`config.mk`:
```
export PLATFORM = sky130hd
export DESIGN_NAME = hazard_forward_ctrl
export DESIGN_NICKNAME = d
export VERILOG_FILES = /design/src/rtl/hazard_forward_ctrl.sv
export SDC_FILE = /design/constraint.sdc
export NUM_CORES = 1
export LEC_CHECK = 0
export CAP_MARGIN = 20
export CORE_MARGIN = 2
export CORE_UTILIZATION = 45
export CTS_CLUSTER_DIAMETER = 50
export DETAILED_ROUTE_END_ITERATION = 8
export PLACE_DENSITY = 0.82
export SLEW_MARGIN = 10
export SYNTH_ARGS = -nofsm -noshare
export SYNTH_HDL_FRONTEND = slang
export SYNTH_SLANG_ARGS = --single-unit
```
`constraint.sdc`:
```
create_clock -name clk -period 2.42 [get_ports clk]
set_clock_uncertainty 0.05 [all_clocks]
set_input_delay 0.363 -clock clk [delete_from_list [all_inputs] [get_ports clk]]
set_output_delay 0.363 -clock clk [all_outputs]
set_load 0.01 [all_outputs]
```
`src/rtl/hazard_forward_ctrl.sv`:
```
// Decode-side hazard unit: shadows the EX/MEM/WB destinations to pick operand forwarding
// sources, raises a one-cycle load-use stall, and keeps saturating stall/flush counters.
module hazard_forward_ctrl #(
  parameter int unsigned REG_W   = 3,
  parameter int unsigned CNT_W   = 16,
  parameter bit          R0_ZERO = 1'b1
) (
  input  logic             clk,
  input  logic             reset,
  input  logic             id_valid,
  input  logic [REG_W-1:0] id_ra,
  input  logic [REG_W-1:0] id_rb,
  input  logic             id_uses_a,
  input  logic             id_uses_b,
  input  logic [REG_W-1:0] id_rd,
  input  logic             id_writes,
  input  logic             id_is_load,
  input  logic             flush,
  output logic [1:0]       ForwardA,
  output logic [1:0]       ForwardB,
  output logic             stall,
  output logic             ex_busy,
  output logic             mem_busy,
  output logic             wb_busy,
  output logic [CNT_W-1:0] stall_count,
  output logic [CNT_W-1:0] flush_count
);

  typedef struct packed {
    logic             v;
    logic [REG_W-1:0] rd;
    logic             wr;
    logic             ld;
  } ex_slot_t;

  // The load flag only matters while the producer sits in EX, so later slots drop it.
  typedef struct packed {
    logic             v;
    logic [REG_W-1:0] rd;
    logic             wr;
  } slot_t;

  ex_slot_t ex_q, ex_d;
  slot_t    mem_q, wb_q;

  logic [CNT_W-1:0] stall_count_q, stall_count_d;
  logic [CNT_W-1:0] flush_count_q, flush_count_d;

  logic a_ex, a_mem, a_wb;
  logic b_ex, b_mem, b_wb;
  logic stall_int, flush_evt;

  function automatic logic src_match(input logic             v,
                                     input logic             wr,
                                     input logic [REG_W-1:0] rd,
                                     input logic [REG_W-1:0] src,
                                     input logic             use_src,
                                     input logic             valid);
    logic hit;
    hit = v & wr & (rd == src) & use_src & valid;
    if (R0_ZERO && (src == '0)) hit = 1'b0;
    return hit;
  endfunction

  function automatic logic [1:0] fwd_sel(input logic ex_m, input logic mem_m, input logic wb_m);
    logic [1:0] sel;
    if (ex_m)       sel = 2'd1;
    else if (mem_m) sel = 2'd2;
    else if (wb_m)  sel = 2'd3;
    else            sel = 2'd0;
    return sel;
  endfunction

  always_comb begin
    a_ex  = src_match(ex_q.v,  ex_q.wr,  ex_q.rd,  id_ra, id_uses_a, id_valid);
    a_mem = src_match(mem_q.v, mem_q.wr, mem_q.rd, id_ra, id_uses_a, id_valid);
    a_wb  = src_match(wb_q.v,  wb_q.wr,  wb_q.rd,  id_ra, id_uses_a, id_valid);
    b_ex  = src_match(ex_q.v,  ex_q.wr,  ex_q.rd,  id_rb, id_uses_b, id_valid);
    b_mem = src_match(mem_q.v, mem_q.wr, mem_q.rd, id_rb, id_uses_b, id_valid);
    b_wb  = src_match(wb_q.v,  wb_q.wr,  wb_q.rd,  id_rb, id_uses_b, id_valid);

    // Flush outranks the load-use hazard; reset silences every output.
    stall_int = (a_ex | b_ex) & ex_q.ld & id_valid & ~flush & ~reset;
    flush_evt = flush & id_valid & ~reset;

    ForwardA = reset ? 2'd0 : fwd_sel(a_ex, a_mem, a_wb);
    ForwardB = reset ? 2'd0 : fwd_sel(b_ex, b_mem, b_wb);
    stall    = stall_int;
    ex_busy  = ~reset & ex_q.v & ex_q.wr;
    mem_busy = ~reset & mem_q.v & mem_q.wr;
    wb_busy  = ~reset & wb_q.v & wb_q.wr;

    ex_d = '0;
    if (id_valid && !stall_int && !flush) begin
      ex_d = '{v: 1'b1, rd: id_rd, wr: id_writes, ld: id_is_load};
    end

    stall_count_d = stall_count_q;
    if (stall_int && (stall_count_q != '1)) stall_count_d = stall_count_q + CNT_W'(1);
    flush_count_d = flush_count_q;
    if (flush_evt && (flush_count_q != '1)) flush_count_d = flush_count_q + CNT_W'(1);
  end

  assign stall_count = stall_count_q;
  assign flush_count = flush_count_q;

  always_ff @(posedge clk) begin
    if (reset) begin
      ex_q          <= '0;
      mem_q         <= '0;
      wb_q          <= '0;
      stall_count_q <= '0;
      flush_count_q <= '0;
    end else begin
      ex_q          <= ex_d;
      mem_q         <= '{v: ex_q.v, rd: ex_q.rd, wr: ex_q.wr};
      wb_q          <= mem_q;
      stall_count_q <= stall_count_d;
      flush_count_q <= flush_count_d;
    end
  end

endmodule
```
==> summary.md <==
| Metric | Value |
|---|---|
| Number of I/O pins | `57` |
| Post-synth top area cell | `dfxtp_1` |
| Chip width | `77.3 µm` |
| Number of global-route vias before repair | `2259` |
| Diode count | `0` |
| YS warnings | `0` |
| Row cnt | `26` |
| Reg2Reg Depth | `9` |
| Total Power | `1.40 mW` |
| RSZ-0062 raised after global routing | `true` |
| HP Class | `input pin to flop` |
| Yosys top cell area share | `39.7%` |
| Failing checks | `negative setup slack` |
| TritonCTS Buffers | `5` |
| Via-to-Cell Ratio | `5.28` |
| Peak VDD IR | `0.277 mV` |
| Post-Place Cells | `427` |
| Xor/xnor share of the synthesized area | `10.5%` |
| GP Congestion | `0.845` |
| Worst-Margin Slew | `0.579 ns` |
| Routed len/inst | `13.0 µm` |
| Clock sink count | `48` |
| Critical path data required time | `2.60 ns` |
| Pwr Density | `412 nW/µm²` |
| Slew Limit Fails | `0` |
| Clock Tree Buf Depth | `2` |
| Reg area | `962 µm²` |
| Hold path cells | `2` |
| Residual DRC | `0` |
| Post-CTS Hold Fix Bufs | `0` |
| Critical Path Fanout Max | `5` |
| Detail Placement HPWL | `4170 µm` |
| Largest family of logic cells by synthesized area | `simple AND/OR/NAND/NOR gates` |
| Max Cap Viol | `0` |
| Syn Area/Cell | `8.40 µm²` |
| Register-to-register setup slack | `-0.11 ns` |
| Seq/Total Area, Yosys | `39.7%` |
| Worst reg2reg path startpoint | `ex_q[4]$_SDFF_PP0_` |
| Relative slew slack | `61.0%` |
| Clock Latency Late Sink | `0.29 ns` |
| Post-synth net total | `307` |
| Tot GR Track Use | `19.6%` |
| Final Hold Fails | `0` |
| Fin crit period | `2.53 ns` |
| Final instance area | `3400 µm²` |
| Final cell count without fillers | `442` |
| Max Clock Freq | `396 MHz` |
| Fillcell total | `453` |
| Critical Path AT | `2.71 ns` |
| Fraction of registers with async set/reset | `0%` |
| Post-synth EDFFs | `0` |
| Root Driver | `clkbuf_8` |
| Die Span Y | `77.3 µm` |
| Vias | `2332` |
| Final net count | `391` |
| Post-DP Area | `3180 µm²` |
| CTS H-tree depth | `2` |
| TritonCTS clock tree | `yes` |
| Largest net degree at the start of global routing | `32` |
| RR Endpoint | `stall_count[11]$_SDFFE_PP0P_` |
| Port-buffer cells | `56` |
| Dpl ws | `-0.715 ns` |
| Critical path startpoint category | `flop` |
| Multi-input logic area | `1430 µm²` |
| First-pass GRT wire length | `9680 µm` |
| Setup CP Type | `flop to flop` |
| Post-synthesis compound-gate area fraction | `13.6%` |
| Post-synthesis mux area share | `0.828%` |
| Setup-failing EPs final | `10` |
| Post-Synth Adder-Cell Area | `1.03%` |
| Final wirelength | `5760 µm` |
| Global route total overflow | `0` |
| Period Utilization, post-route | `104%` |
| Area delta synth->final | `40.7%` |
| Clock transition at path regs | `0.09 ns` |
| Endpoint of the worst hold path | `stall_count[12]$_SDFFE_PP0P_` |
| Count leader, synth | `dfxtp_1` |
| Drt first pass iters | `4` |
| Endpoint type of the worst setup path | `flop` |
| Post-Synth Simple-Gate Area | `30.4%` |
| Final WS setup | `-0.108 ns` |
| Synth top cells by count | `48 x dfxtp_1, 31 x nor2_1, 25 x nand2_1` |
| Status | `complete, but fails checks` |
| Initial antenna violation count | `0` |
| Synthesized flop and latch total | `48` |
| Core area | `5140 µm²` |
| Ranking of synthesized cells by area | `dfxtp_1 40%, xor2_1 6.5%, nor2_1 4.8%, a21oi_1 4.3%, xnor2_1 4.0%` |
| Post-synth top flop | `dfxtp_1` |
| DRT iter0 DRCs | `110` |
| Final ANT Viol Nets | `0` |
| Post-Synthesis Cells | `288` |
| Hold_sp | `reset` |
| Synth unique cells | `41` |
| Pleak | `1.23 nW` |
| Final core utilization | `66.2%` |
| Mapped Area | `2420 µm²` |
| Share of post-route cells with drive strength above 1 | `18.0%` |
| Initial Util | `47.1%` |
| Die ar. | `5980 µm²` |
-- how the worst max path moves through the flow --
stage	slack [ns]	endpoint	start	cells past startpoint
after floorplan	-0.03	stall_count[11]$_SDFFE_PP0P_	id_ra[2]	8
after global placement	-0.68	stall	id_rb[1]	7
after detailed placement	-0.72	stall	id_rb[1]	7
after CTS	-0.21	stall	ex_q[4]$_SDFF_PP0_	7
after global routing	-0.21	stall	ex_q[4]$_SDFF_PP0_	7
final	-0.11	stall_count[11]$_SDFFE_PP0P_	ex_q[4]$_SDFF_PP0_	9
-- registers in the layout, indices dropped and copies added (netlist names) --
signal and flops:
mem_q 5, flush_count 16, stall_count 16, wb_q 5, ex_q 6
-- where the power goes --
group,internal (mW),switching (mW),total (mW)
clock,0.228,0.264,0.493
combinational,0.0569,0.0506,0.108
sequential,0.796,0.00651,0.802
-- logic make-up after synthesis --
logic type / count (synthesis)
simple gates: 140
compound gates: 49
flops: 48
xor+xnor: 29
buf+inv: 18
mux: 2
fa+ha+maj: 2
-- critical path, stage by stage, from the launching register on --
cell and delay (ns):
dfxtp_2 0.34, or3b_1 0.34, a211o_1 0.29, a2111oi_4 0.35, buf_4 0.19, buf_6 0.10, o211ai_4 0.10, buf_6 0.15
or4_4 0.42, a21oi_2 0.14
-- final cells by class --
class / instances / area share [%]
Tap cell: 70 / 2.57
Inverter: 5 / 0.551
Multi-Input combinational cell: 222 / 42.1
Sequential cell: 48 / 28.3
Clock inverter: 1 / 0.257
Clock buffer: 6 / 2.43
Timing Repair Buffer: 90 / 23.8
-- routing by layer --
metal  vias to the layer above  global-route usage [%]  wire length [µm]
li1                       1180                       -                 -
met1                      1094                    22.8              2480
met2                        56                    35.8              2980
met3                         2                    4.94               283
met4                         0                    4.82                19
met5                         -                       0                 0
-- repair_timing --
item	in CTS	in global routing
buffers inserted	7	2
gates resized for setup	37	15
pin swaps	26	5
setup endpoints to repair	20	20
-- layout by cell type, fill, tap and decap left out, types with 5 or more instances in the layout --
master / instances
xnor2_1: 11
and3_1: 9
nor2b_1: 13
buf_2: 6
buf_4: 26
buf_6: 8
o31ai_1: 6
a21oi_2: 7
nor2_1: 31
nor3_1: 5
inv_1: 5
nand2_1: 25
clkdlybuf4s50_1: 46
or3_1: 8
nand3_1: 17
xor2_1: 18
clkbuf_8: 6
a21oi_1: 14
o21ai_0: 10
dfxtp_1: 47
nand4_1: 7
-- through the flow --
stage          setup TNS, ns  hold WS [ns]
3_5_place_dp          -13.27         0.407
4_1_cts                -1.70         0.207
3_3_place_gp          -12.27         0.398
5_1_grt                -1.75         0.207
6_report              -0.615         0.218
2_1_floorplan        -0.0374         0.388
(Power assumes the default switching activity.)
